--- src/rtl/mod_inverse_eea_if.sv ---
// ============================================================================
//  Module      : mod_inverse_eea_if
//  Description : Start/done handshake and operand/result bundle for the
//                modular-inverse generator. The master drives the request,
//                the slave (the generator) returns status and result.
//                The cycles field exists only with MODINV_CYCLE_COUNT_EN.
//  Revision    : 1.0 - initial release
// ============================================================================
`default_nettype none

interface mod_inverse_eea_if #(
    parameter int WIDTH = 32
) ();
    logic             start;
    logic [WIDTH-1:0] e;
    logic [WIDTH-1:0] phi;
    logic             busy;
    logic             done;
    logic             valid;
    logic [WIDTH-1:0] d;
`ifdef MODINV_CYCLE_COUNT_EN
    logic [15:0]      cycles;

    modport master (output start, e, phi, input busy, done, valid, d, cycles);
    modport slave  (input start, e, phi, output busy, done, valid, d, cycles);
`else
    modport master (output start, e, phi, input busy, done, valid, d);
    modport slave  (input start, e, phi, output busy, done, valid, d);
`endif
endinterface

`default_nettype wire

--- src/rtl/mod_inverse_eea.sv ---
// ============================================================================
//  Module      : mod_inverse_eea
//  Description : d = e^-1 mod phi via the extended Euclidean algorithm with a
//                bit-serial restoring divider (one quotient bit per cycle).
//                Optional macro MODINV_CYCLE_COUNT_EN adds a saturating
//                16-bit busy-cycle counter on the interface.
//  Revision    : 1.0 - initial release
// ============================================================================
`default_nettype none

module mod_inverse_eea #(
    parameter int WIDTH = 32
) (
    input  wire logic         clk,
    input  wire logic         reset_n,
    mod_inverse_eea_if.slave  bus
);
    localparam int SW = 2 * WIDTH + 2;
    localparam int KW = $clog2(WIDTH);

    localparam logic [2:0] S_IDLE   = 3'd0;
    localparam logic [2:0] S_LOAD   = 3'd1;
    localparam logic [2:0] S_REDUCE = 3'd2;
    localparam logic [2:0] S_DIV    = 3'd3;
    localparam logic [2:0] S_UPDATE = 3'd4;
    localparam logic [2:0] S_CHECK  = 3'd5;
    localparam logic [2:0] S_FIX    = 3'd6;
    localparam logic [2:0] S_FINISH = 3'd7;

    logic [2:0]       r_state;
    logic [KW-1:0]    r_k;
    logic [WIDTH-1:0] r_phi, r_r0, r_r1, r_rem, r_d;
    logic [WIDTH+1:0] r_t0, r_t1, r_tacc;
    logic             r_busy, r_done, r_valid;

    logic [WIDTH-1:0] w_divisor;
    logic [SW-1:0]    w_div_sh;
    logic [SW-1:0]    w_t1_sh;
    logic             w_fits;
    logic [WIDTH-1:0] w_rem_next;
    logic [WIDTH+1:0] w_tacc_next;
    logic [WIDTH+1:0] w_fix;
    logic             w_unused;

    // One restoring-divide step: the same datapath serves the initial e mod phi
    // reduction (divisor phi) and each Euclid quotient (divisor r1).
    assign w_divisor   = (r_state == S_REDUCE) ? r_phi : r_r1;
    assign w_div_sh    = {{(WIDTH+2){1'b0}}, w_divisor} << r_k;
    assign w_t1_sh     = {{WIDTH{r_t1[WIDTH+1]}}, r_t1} << r_k;
    assign w_fits      = (w_div_sh <= {{(WIDTH+2){1'b0}}, r_rem});
    assign w_rem_next  = w_fits ? (r_rem - w_div_sh[WIDTH-1:0]) : r_rem;
    assign w_tacc_next = w_fits ? (r_tacc - w_t1_sh[WIDTH+1:0]) : r_tacc;
    // Negative Bezout coefficient is folded into [0, phi) by one add.
    assign w_fix       = r_t0 + (r_t0[WIDTH+1] ? {2'b00, r_phi} : '0);
    // Upper bits are discarded: final values always fit the narrower field.
    assign w_unused    = ^{w_t1_sh[SW-1:WIDTH+2], w_fix[WIDTH+1:WIDTH]};

    assign bus.busy  = r_busy;
    assign bus.done  = r_done;
    assign bus.valid = r_valid;
    assign bus.d     = r_d;

    // Control FSM and the Euclid datapath registers.
    always_ff @(posedge clk or negedge reset_n) begin
        if (!reset_n) begin
            r_state <= S_IDLE;
            r_k     <= '0;
            r_phi   <= '0;
            r_r0    <= '0;
            r_r1    <= '0;
            r_rem   <= '0;
            r_t0    <= '0;
            r_t1    <= '0;
            r_tacc  <= '0;
            r_busy  <= 1'b0;
            r_done  <= 1'b0;
            r_valid <= 1'b0;
            r_d     <= '0;
        end else begin
            case (r_state)
                S_IDLE: begin
                    if (bus.start) begin
                        r_state <= S_LOAD;
                        r_busy  <= 1'b1;
                        r_done  <= 1'b0;
                        r_valid <= 1'b0;
                        r_d     <= '0;
                        r_phi   <= bus.phi;
                        r_rem   <= bus.e;
                    end
                end
                S_LOAD: begin
                    r_k <= KW'(WIDTH - 1);
                    if (r_phi < WIDTH'(2)) begin
                        r_state <= S_FINISH;
                        r_busy  <= 1'b0;
                        r_done  <= 1'b1;
                    end else begin
                        r_state <= S_REDUCE;
                    end
                end
                S_REDUCE: begin
                    r_rem <= w_rem_next;
                    r_k   <= r_k - 1'b1;
                    if (r_k == '0) begin
                        r_r0 <= r_phi;
                        r_r1 <= w_rem_next;
                        r_t0 <= '0;
                        r_t1 <= (WIDTH+2)'(1);
                        if (w_rem_next == '0) begin
                            // e is a multiple of phi: no inverse.
                            r_state <= S_FINISH;
                            r_busy  <= 1'b0;
                            r_done  <= 1'b1;
                        end else begin
                            r_state <= S_DIV;
                            r_rem   <= r_phi;
                            r_tacc  <= '0;
                            r_k     <= KW'(WIDTH - 1);
                        end
                    end
                end
                S_DIV: begin
                    r_rem  <= w_rem_next;
                    r_tacc <= w_tacc_next;
                    r_k    <= r_k - 1'b1;
                    if (r_k == '0) begin
                        r_state <= S_UPDATE;
                    end
                end
                S_UPDATE: begin
                    r_r0 <= r_r1;
                    r_r1 <= r_rem;
                    r_t0 <= r_t1;
                    r_t1 <= r_tacc;
                    if (r_rem != '0) begin
                        r_state <= S_DIV;
                        r_rem   <= r_r1;
                        r_tacc  <= r_t1;
                        r_k     <= KW'(WIDTH - 1);
                    end else begin
                        r_state <= S_CHECK;
                    end
                end
                S_CHECK: begin
                    if (r_r0 != WIDTH'(1)) begin
                        r_state <= S_FINISH;
                        r_busy  <= 1'b0;
                        r_done  <= 1'b1;
                    end else begin
                        r_state <= S_FIX;
                    end
                end
                S_FIX: begin
                    r_d     <= w_fix[WIDTH-1:0];
                    r_valid <= 1'b1;
                    r_state <= S_FINISH;
                    r_busy  <= 1'b0;
                    r_done  <= 1'b1;
                end
                default: begin
                    // FINISH: hold result until the requester releases start.
                    if (!bus.start) begin
                        r_state <= S_IDLE;
                        r_done  <= 1'b0;
                    end
                end
            endcase
        end
    end

`ifdef MODINV_CYCLE_COUNT_EN
    logic [15:0] r_cycles;

    // Busy-cycle counter: cleared on acceptance, saturating, held when idle.
    always_ff @(posedge clk or negedge reset_n) begin
        if (!reset_n) begin
            r_cycles <= '0;
        end else if (r_state == S_IDLE && bus.start) begin
            r_cycles <= '0;
        end else if (r_busy && r_cycles != 16'hFFFF) begin
            r_cycles <= r_cycles + 16'd1;
        end
    end

    assign bus.cycles = r_cycles;
`endif

endmodule

`default_nettype wire

--- src/flat_wrapper.sv ---
// flat-port wrapper written by rule: the top's interface ports become plain ports
module mod_inverse_eea_flat 
#(
    parameter int WIDTH = 32
)
  (clk, reset_n, bus_start, bus_e, bus_phi, bus_busy, bus_done, bus_valid, bus_d);
  mod_inverse_eea_if #(.WIDTH(WIDTH)) bus_i ();
  input  wire logic clk;
  input  wire logic reset_n;
  input wire logic [$bits(bus_i.start)-1:0] bus_start;
  input wire logic [$bits(bus_i.e)-1:0] bus_e;
  input wire logic [$bits(bus_i.phi)-1:0] bus_phi;
  output wire logic [$bits(bus_i.busy)-1:0] bus_busy;
  output wire logic [$bits(bus_i.done)-1:0] bus_done;
  output wire logic [$bits(bus_i.valid)-1:0] bus_valid;
  output wire logic [$bits(bus_i.d)-1:0] bus_d;
  assign bus_i.start = bus_start;
  assign bus_i.e = bus_e;
  assign bus_i.phi = bus_phi;
  assign bus_busy = bus_i.busy;
  assign bus_done = bus_i.done;
  assign bus_valid = bus_i.valid;
  assign bus_d = bus_i.d;
  mod_inverse_eea #(.WIDTH(WIDTH)) u_core (.clk(clk), .reset_n(reset_n), .bus(bus_i));
endmodule
--- config.mk ---
export PLATFORM = sky130hd
export DESIGN_NAME = mod_inverse_eea_flat
export DESIGN_NICKNAME = d
export VERILOG_FILES = /design/src/rtl/mod_inverse_eea_if.sv /design/src/rtl/mod_inverse_eea.sv /design/src/flat_wrapper.sv
export SDC_FILE = /design/constraint.sdc
export NUM_CORES = 1
export LEC_CHECK = 0
export CELL_PAD_IN_SITES_DETAIL_PLACEMENT = 1
export CELL_PAD_IN_SITES_GLOBAL_PLACEMENT = 1
export CORE_MARGIN = 8
export CORE_UTILIZATION = 37
export DETAILED_ROUTE_END_ITERATION = 6
export GPL_ROUTABILITY_DRIVEN = 0
export HOLD_SLACK_MARGIN = 0.08
export PLACE_DENSITY_LB_ADDON = 0.1
export SKIP_LAST_GASP = 1
export SYNTH_ARGS = -nofsm -noshare
export SYNTH_HDL_FRONTEND = slang
export SYNTH_SLANG_ARGS = --single-unit
export TNS_END_PERCENT = 30
--- constraint.sdc ---
create_clock -name clk -period 15.5 [get_ports clk]
set_input_delay 1.55 -clock clk [delete_from_list [all_inputs] [get_ports clk]]
set_output_delay 1.55 -clock clk [all_outputs]
set_load 0.01 [all_outputs]
==> summary.md, run 1 <==
| Metric | Value |
|---|---|
| Postcts setup bufs | 0 |
| Diodes inserted | 0 |
| First-pass GRT wire length | 144 mm |
| Post-cts resize count | 0 |
| Worst slack, placed | 6.94 ns |
| Gr usage total | 27.4% |
| Synth-to-Final Area Change | 12.7% |
| Overflow after GRT | 0 |
| Starting Density | about 37% |
| Drt wl/cell | between 20 and 30 microns |
| Hold buffer count at CTS | 0 |
| Worst flop-to-flop path endpoint | u_core.r_rem[6] |
| Inserted Clock Buffers | 36 |
| Top-count cell post-synth | nand2_1 |
| Largest net degree at the start of global routing | between 150 and 200 |
| Grt met1 use | 36.3% |
| Fin. Hold Viols | 0 |
| WS Path Type | flip-flop to flip-flop |
| Worst-path clk slew | 0.06 ns |
| Routed Antenna Nets | 0 |
| Dominant synthesized flop cell | dfrtp_1 |
| Most area-hungry cell type in the Yosys netlist | dfrtp_1 |
| Worst hold slack | 0.477 ns |
| Initial antenna violation count | 2 |
| GRT busiest layer | met2 |
| Endpoints failing setup | 0 |
| IO Pins | 102 |
| Fin crit share | between 50% and 60% |
| Final setup margin | 6.62 ns |
| Vias per cell | 6.31 |
| TritonCTS clock tree | yes |
| HP Class | flip-flop to flip-flop |
| Width of the die | 262 microns |
| Reg2reg start | u_core.r_state[1] |
| CP endpoint kind | flip-flop |
| Vias in the first global route | 21.9k |
| Peak supply drop | 0.101 mV |
| P_leak | 11.3 nW |
| Syn nets | 2796 |
| Die area | ~0.07 sq mm |
| FFs w/ async S/R, synth | 100% |
| Yosys warns | 0 |
| Register area share after synthesis | 30.5% |
| Total wire length | ~95 mm |
| Max Buffers Root-to-Sink | 3 |
| Req. time, crit path | 15.94 ns |
| Initial DRC count | 1753 |
| Top cells by count, synth | nand2_1, dfrtp_1, nor2_1 |
| Vias | 21.5k |
| Fraction of layout cells with a size suffix above 1 | 10.6% |
| Post-synth cell types | 83 |
| RSZ-0062 raised after global routing | false |
| Crit-path max FO | 68 |
| Core Region | 0.0600 sq mm |
| Final HPWL DP | 70.0 mm |
| DIE HEIGHT | 262 microns |
| Remaining DRCs | 0 |
| M2 GR Usage | 45.0% |
| Flop2flop setup slack | 6.62 ns |
| EDFF count, synth | 0 |
| Crit path DAT | 9.33 ns |
| Pwr Density | 251 mW/mm^2 |
| Max stage delay on crit path | 0.70 ns |
| H-tree depth | 2 |
| Min Tclk post-route | 8.88 ns |
| Crit path from | u_core.r_state[1] |
| Rows | 90 |
| Met3 usage in global routing | 3.82% |
| Fmax | 0.113 GHz |
| R2R cell count | 25 |
| Worst slew pin tran | approximately 1.2 ns |
| Worst skew pair latency | 0.56 ns |
| Status | completed |
| Max Cap Viol | 0 |
| CP Capture Point | u_core.r_rem[6] |
| Post-Synthesis Cells | 2598 |
| Nets | 2798 |
| Root buffer cell | clkbuf_16 |
| Final Skew | 0.0186 ns |
| Post-Syn Area | 0.0223 sq mm |
| Mapped Avg Cell Area | ~8.6 sq um |
| Yosys reg bits | 272 |
| Worst slew margin | a little over a fifth |
| Largest cells by area after synthesis | dfrtp_1, ha_1, nand2_1, mux2_2, mux2i_1 |
| Max-slew violations | 0 |
| Post-synth top area share | 30.5% |
| Final TNS setup | 0 ns |
| Startpoint Class | flip-flop |
| Sink Count | 272 |
| TritonRoute pass-1 iters | 6 |
| CP max-delay cell | buf_4 |
| I/O Buffers | between 100 and 150 |
-- state kept, by name, indices dropped and copies added (netlist names) --
register,count
u_core.r_t0,33
u_core.r_phi,32
u_core.r_r0,32
u_core.r_t1,34
u_core.bus.busy,1
u_core.r_state,3
u_core.bus.done,1
u_core.r_tacc,34
u_core.r_rem,32
u_core.r_r1,32
u_core.r_k,5
u_core.bus.valid,1
u_core.bus.d,32
-- layout make-up --
| type | instances | area (sq um) |
|---|---|---|
| Fill cell | 6932 | 34900 |
| Timing Repair Buffer | 139 | 1310 |
| Clock buffer | 51 | 1020 |
| Sequential cell | 272 | 6810 |
| Tap cell | 782 | 978 |
| Clock inverter | 14 | 165 |
| Inverter | 113 | 424 |
| Multi-Input combinational cell | 2038 | 14500 |
-- cells by family after synthesis --
group	Yosys count	synth area share (%)
buffers and inverters	288	5.06
AND/OR/NAND/NOR	878	18.5
XOR/XNOR	69	2.71
AO/OA/AOI/OAI	728	22.5
flip-flops	272	30.5
adder cells (fa/ha/maj)	131	7.44
multiplexers	232	13.3
-- worst min path at each step --
stage                     from         endpoint  slack [ns]  cells after the start
6_report        u_core.r_r0[8]   u_core.r_r0[8]        0.48                      2
3_3_place_gp   u_core.r_r0[28]  u_core.r_r0[28]        0.45                      2
5_1_grt         u_core.r_r0[8]   u_core.r_r0[8]        0.50                      2
4_1_cts         u_core.r_r0[8]   u_core.r_r0[8]        0.48                      2
2_1_floorplan  u_core.r_r0[30]  u_core.r_r0[30]        0.43                      2
3_5_place_dp    u_core.r_r0[8]   u_core.r_r0[8]        0.46                      2
-- report_power, final --
group	internal [mW]	switching (mW)	leakage (nW)
registers	0.934	0.463	3.51
logic	1.59	2.47	7.22
clock network	0.495	0.355	0.570
total	3.02	3.29	11.3
-- critical path, delay by kind of cell (launching register included) --
kind | cells | cell delay, ns
AO/OA/AOI/OAI | 7 | 2.36
multiplexers | 4 | 1.42
buffers and inverters | 5 | 1.83
flip-flops | 1 | 0.69
AND/OR/NAND/NOR | 8 | 1.98
adder cells (fa/ha/maj) | 1 | 0.38
-- cells in the final DEF, fill, tap and decap left out, drive strengths merged, types with 44 or more instances in the layout --
cell           netlist  layout
inv                113     113
ha                 128     128
mux2                93      93
dfrtp              272     272
a21oi              166     166
and2                44      44
nand3               84      84
mux2i               97      97
nor2               196     196
clkbuf             126      51
a22oi               56      56
xnor2               44      44
nor3                61      61
a22o                58      58
nand2              298     298
clkdlybuf4s50        0     100
o21ai              117     117
-- metrics by stage --
step / power (mW) / util (%) / cell area (sq um) / std cells
after floorplan: 4.08 / - / 22300 / 2598
after global placement: 5.29 / 40.0 / 24000 / 3344
after detailed placement: 5.37 / 40.0 / 24000 / 3344
after CTS: 6.26 / 41.9 / 25200 / 3409
after global routing: 6.72 / 41.9 / 25200 / 3409
final: 6.32 / 41.9 / 25200 / 3409
-- routing by layer --
| metal | wire length, microns | vias up | part of all wire [%] |
|---|---|---|---|
| li1 | - | 9634 | - |
| met1 | 41600 | 11003 | 44 |
| met2 | 44700 | 675 | 47 |
| met3 | 5130 | 180 | 5.4 |
| met4 | 3860 | 4 | 4.1 |
| met5 | 27 | - | 0.028 |
No activity file was read; power rests on OpenSTA's default activity.
==> inputs of run 2 (changes only) <==
clock period = 9.19 ns   (was 15.5 ns; I/O delays follow)
==> run 2 against run 1 <==
  * Non-clock buffer count grew 12
  * Sequential power increased by 69%
  * Critical path depth decreased by 4
  * Total power rose by 69%
  * Count of clock-buffer cells in the layout decreased by 1
  * Sequential share of layout area about the same
  * Via count rose by 1.1%
  * Core utilization up 0.050 points
  * Die area is the same
  * Sequential cell count is the same
  * Setup slack got worse by 5.7 ns
  * Critical endpoint is now u_core.r_tacc[12]
  * Highest routed layer is now met4
==> summary.md, run 2 (synthesis gave the netlist of run 1 again) <==
| Metric | Value |
|---|---|
| Commonest cells after routing, fill and taps aside | nand2_1, dfrtp_1, nor2_1, a21oi_1, ha_1 (unchanged) |
| Nets | 2809 (was 2798) |
| Total wire length | 95.1 mm (was 95.3 mm) |
| Worst skew pair latency | 0.56 ns (about the same) |
| Final HPWL DP | 71.3 mm (was 70.0 mm) |
| Max Buffers Root-to-Sink | 3 (unchanged) |
| Final TNS setup | 0 ns (unchanged) |
| Post-cts resize count | 0 (unchanged) |
| Gr usage total | 27.4% (about the same) |
| RSZ-0062 raised after global routing | false (unchanged) |
| Remaining DRCs | 0 (unchanged) |
| TritonRoute pass-1 iters | 6 (unchanged) |
| Leading cell type in the layout, fill and taps excluded | nand2_1 (unchanged) |
| Fill count | 6984 (was 6932) |
| Crit-path max FO | 32 (was 68) |
| Postcts setup bufs | 0 (unchanged) |
| Pwr Density | 423 mW/mm^2 (was 251 mW/mm^2) |
| Die area | 0.0685 sq mm (unchanged) |
| Vias in the first global route | 22.1k (was 21.9k) |
| Fmax | 0.121 GHz (was 0.113 GHz) |
| Sink Count | 272 (unchanged) |
| Fin. Hold Viols | 0 (unchanged) |
| Pwr Total | 10.7 mW (was 6.32 mW) |
| Core Util, Final | 42.0% (was 41.9%) |
| Worst slew pin tran | 1.16 ns (was 1.18 ns) |
| Finished Layout Cells | 3417 (was 3409) |
| Overflow after GRT | 0 (unchanged) |
| Initial DRC count | 1961 (was 1753) |
| Root buffer cell | clkbuf_16 (unchanged) |
| First-pass GRT wire length | 144 mm (about the same) |
| Min Tclk post-route | 8.25 ns (was 8.88 ns) |
| HP Class | primary input to asynchronous set/reset pin (was flip-flop to flip-flop) |
| P_leak | 11.3 nW (about the same) |
| Width of the die | 262 microns (unchanged) |
| I/O Buffers | 101 (unchanged) |
| Worst slew margin | 22.7% (was 21.1%) |
| Peak supply drop | 0.165 mV (was 0.101 mV) |
| Max Cap Viol | 0 (unchanged) |
| Worst hold slack | 0.361 ns (was 0.477 ns) |
| Drt wl/cell | 27.8 microns (was 28.0 microns) |
| Biggest regs | u_core.r_t1 (34), u_core.r_tacc (34), u_core.r_t0 (33) (unchanged) |
| Starting Density | 37.2% (unchanged) |
| Initial antenna violation count | 1 (was 2) |
| Crit path DAT | 8.69 ns (was 9.33 ns) |
| Largest net degree at the start of global routing | 85 (was 162) |
| Hold buffer count at CTS | 0 (unchanged) |
| Core Region | 0.0600 sq mm (unchanged) |
| Final Skew | 0.0202 ns (was 0.0186 ns) |
| Status | completed (unchanged) |
| Flop2flop setup slack | 0.94 ns (was 6.62 ns) |
| Vias | 21.7k (was 21.5k) |
| Req. time, crit path | 9.63 ns (was 15.94 ns) |
| Fin crit share | 89.8% (was 57.3%) |
| Startpoint Class | flip-flop (unchanged) |
| CP endpoint kind | flip-flop (unchanged) |
| Max-slew violations | 0 (unchanged) |
| Endpoints failing setup | 0 (unchanged) |
| Diodes inserted | 0 (unchanged) |
| Vias per cell | 6.36 (was 6.31) |
| IO Pins | 102 (unchanged) |
| Fraction of layout cells with a size suffix above 1 | 10.9% (was 10.6%) |
| Routed Antenna Nets | 0 (unchanged) |
| WS Path Type | flip-flop to flip-flop (unchanged) |
| Placed cell count | 3356 (was 3344) |
| Synth-to-Final Area Change | 12.8% (was 12.7%) |
| H-tree depth | 2 (unchanged) |
| Worst-path clk slew | 0.06 ns (about the same) |
| Inserted Clock Buffers | 35 (was 36) |
| DIE HEIGHT | 262 microns (unchanged) |
| Rows | 90 (unchanged) |
| TritonCTS clock tree | yes (unchanged) |
[run 2: per-stage QoR]
stage	setup slack, ns	area (sq um)
final	0.938	25200
after global routing	0.409	25200
after CTS	1.08	25200
after detailed placement	1.11	24100
after global placement	1.25	24100
after floorplan	1.97	22300
[run 2: critical path, cell delays in order, from the launching register on]
cell and delay [ns]:
dfrtp_1 0.70, nor3b_4 0.81, mux2i_1 0.47, nor3_1 0.08, a21oi_1 0.53, a211oi_1 0.16
a21oi_1 0.35, mux2i_1 0.30, ha_1 0.50, inv_1 0.11, nor2_1 0.22, and2_1 0.27
nand4_1 0.19, o22ai_1 0.17, a211oi_1 0.08, nor4_1 0.49, nand2_2 0.37, nor4_1 0.52
nor4_1 0.16, a21oi_4 0.86, buf_4 0.36, mux2_2 0.36
[run 2: final cells by class]
type / instances / area [sq um] / area share, %
timing repair buffer: 151 / 1400 / 5.57
multi-input combinational: 2038 / 14500 / 57.4
tap: 782 / 978 / 3.88
inverter: 113 / 424 / 1.68
clock inverter: 11 / 123 / 0.487
sequential: 272 / 6810 / 27.0
clock buffer: 50 / 992 / 3.94
[run 2: where the power goes]
group	switching, mW	internal (mW)
clock	0.582	0.810
sequential	0.795	1.57
combinational	4.20	2.71
total	5.58	5.09
[run 2: metal layers]
layer  vias to the layer above  global-route usage (%)  wire length, microns
li1                       9635                       -                     -
met1                     11188                    37.7                 42700
met2                       724                    44.0                 43800
met3                       180                    3.37                  5050
met4                         0                    9.64                  3500
met5                         -                       0                     0
[run 2: worst paths after layout]
| path | startpoint | endpoint | depth (start not counted) |
|---|---|---|---|
| worst min register to register | u_core.r_r0[30] | u_core.r_r0[30] | 2 |
| worst min-delay path | reset_n | u_core.bus.d[9] | 1 |
| worst max-delay path | u_core.r_state[1] | u_core.r_tacc[12] | 21 |
| worst max register to register | u_core.r_state[1] | u_core.r_tacc[12] | 21 |
| min in group clk | u_core.r_r0[30] | u_core.r_r0[30] | 2 |
| max in group asynchronous | reset_n | u_core.r_k[0] | 2 |
==> patch, RTL diff (settings of run 2) <==
`WIDTH` is set to 32 in 3 places; all go to 16.
--- a/src/rtl/mod_inverse_eea_if.sv
+++ b/src/rtl/mod_inverse_eea_if.sv
@@ -9,7 +9,7 @@
 `default_nettype none
 
 interface mod_inverse_eea_if #(
-    parameter int WIDTH = 32
+    parameter int WIDTH = 16
 ) ();
     logic             start;
     logic [WIDTH-1:0] e;
--- a/src/rtl/mod_inverse_eea.sv
+++ b/src/rtl/mod_inverse_eea.sv
@@ -9,7 +9,7 @@
 `default_nettype none
 
 module mod_inverse_eea #(
-    parameter int WIDTH = 32
+    parameter int WIDTH = 16
 ) (
     input  wire logic         clk,
     input  wire logic         reset_n,
--- a/src/flat_wrapper.sv
+++ b/src/flat_wrapper.sv
@@ -1,7 +1,7 @@
 // flat-port wrapper written by rule: the top's interface ports become plain ports
 module mod_inverse_eea_flat 
 #(
-    parameter int WIDTH = 32
+    parameter int WIDTH = 16
 )
   (clk, reset_n, bus_start, bus_e, bus_phi, bus_busy, bus_done, bus_valid, bus_d);
   mod_inverse_eea_if #(.WIDTH(WIDTH)) bus_i ();
Interface: changed (resized bus_d, bus_e and bus_phi); port bits go from 102 to 54. No check against the original RTL was run, so the function may have changed too.
==> patch against run 2 <==
Critical path depth decreased by 1; wire length decreased by 56%; synthesized area decreased by 51%; total power decreased by 47%; critical endpoint is now u_core.r_rem[10]$_DFFE_PN0P_; sequential cell count decreased by 129; worst setup slack improved by 1.7 ns; final area decreased by 51%; largest cell class unchanged.
==> patch: results (changes against run 2) <==
worst skew pair latency 0.44 ns (-0.12 ns); main combinational cell family by area after synthesis compound AO/OA/AOI/OAI gates; most frequent cells after synthesis nand2_1 (250), dfrtp_1 (143), o21ai_0 (102); routed wire length 41,800 µm (-56%); clk_skew 0.0152 ns (-0.00501 ns); Clk pin slew, worst setup/hold paths 0.07 ns; cell count of the worst hold path 2; reg-to-reg setup timing slack 2.59 ns (+1.65 ns); sequential fraction of the synthesis area 0.325 (+0.0198); slowest stage cell, crit path dfrtp_1; number of antenna violations at the first check in global routing 1 (unchanged); total routing resource utilization after global routing 0.236 (-0.0376); delay of the slowest critical-path stage 0.72 ns (-0.14 ns); H-tree levels 4 (+2); largest net degree at the start of global routing 90 (+5.9%); GRT met3 Usage 0.0421 (+0.00845); registers with the most flip-flops u_core.r_t1 x18, u_core.r_tacc x18, u_core.r_t0 x17; net count after synthesis 1,438 (-49%); worst setup path endpoint u_core.r_rem[10]$_DFFE_PN0P_; R2R depth 20 (-4.8%); LEAKAGE 5.57 nW (-51%); vias 10,500 (-52%); Yosys Warn Count 0 (unchanged); xor/xnor share of the synthesized area 0.0270 (-0.0000457); first-pass GRT wire length 65,600 µm (-55%); largest fanout on the critical path 18 (-44%); first-iteration detailed-routing DRC count 889 (-55%); number of detailed-route iterations in the first pass 5 (-1); leading post-synthesis cells by cell area dfrtp_1 (32%), nand2_1 (8.5%), ha_1 (7.3%); post-cts resize count 0 (unchanged); grt met2 use 0.349 (-0.0901); Adder-Cell Fraction of Synth Area 0.0781 (+0.00369); number of fill cells in the layout 3,534 (-49%); cts bufs inserted 17 (-51%); Worst Max-Slew Pin Slew 0.961 ns (-0.198 ns); cell internal pwr 0.00270 W (-47%); met1 usage in global routing 0.347 (-0.0299); portion of netlist area occupied by mux cells 0.0869 (-0.0458); post-detail-place hpwl 30,900 µm (-57%); number of I/O port buffers 53 (-48%); distinct cell type count after synthesis 77 (-7.2%); maximum VDD drop 0.153 mV (-7.2%); fraction of the mapped netlist area in compound gates 0.228 (+0.00270); share of cells above drive strength 1 0.0773 (-0.0313); class of the tightest hold or removal check reg2reg; outcome completed; worst hold slack after final layout 0.478 ns (+0.117 ns); largest buffer count on any clock path 2 (-1)
==> patch: changes by cell type in the layout (fill, tap and decap cells not counted), moves of 47 or more <==
cell / change
inv_1: -49
a21oi_1: -90
dfrtp_1: -125
mux2_2: -74
clkdlybuf4s50_1: -48
mux2i_1: -53
nand3_1: -64
nor2_1: -109
nand2_1: -47
ha_1: -64
==> patch: power by group through the flow <==
stage | Sequential (W) | Clock [W] | Combinational, W
2_1_floorplan | 0.00110 | 0 | 0.00260
3_3_place_gp | 0.00130 | 0 | 0.00355
3_5_place_dp | 0.00130 | 0 | 0.00359
4_1_cts | 0.00129 | 0.000713 | 0.00362
5_1_grt | 0.00133 | 0.000736 | 0.00401
6_report | 0.00131 | 0.000697 | 0.00365
==> patch: area by class of cell <==
type	count	area share
clock buffers	20	0.0358
clock inverters	12	0.00993
inverters	64	0.0193
multi-input cells	1051	0.557
flip-flops and latches	143	0.287
well taps	390	0.0391
repair buffers	69	0.0523
==> patch: critical path: cells and delay by family (launching register included) <==
family,cells,cell delay (ns)
mux,1,0.16
fa+ha+maj,1,0.46
simple gates,7,2.31
flops,1,0.72
compound gates,11,2.80
==> patch: per-layer routing <==
metal | routed length (µm) | vias up
met5 | 12 | -
met4 | 730 | 2
li1 | - | 4840
met3 | 2690 | 49
met1 | 20300 | 5266
met2 | 18100 | 355
==> patch: through the flow <==
stage                     area [µm²]   util  std cells  power [W]  setup WS, ns
final                          12500  0.423       1749    0.00565          2.59
after global routing           12500  0.423       1749    0.00607          2.09
after CTS                      12500  0.423       1749    0.00562          2.74
after detailed placement       11900  0.404       1717    0.00490          2.78
after global placement         11900  0.404       1717    0.00485          2.92
after floorplan                11000      -       1336    0.00370          3.31
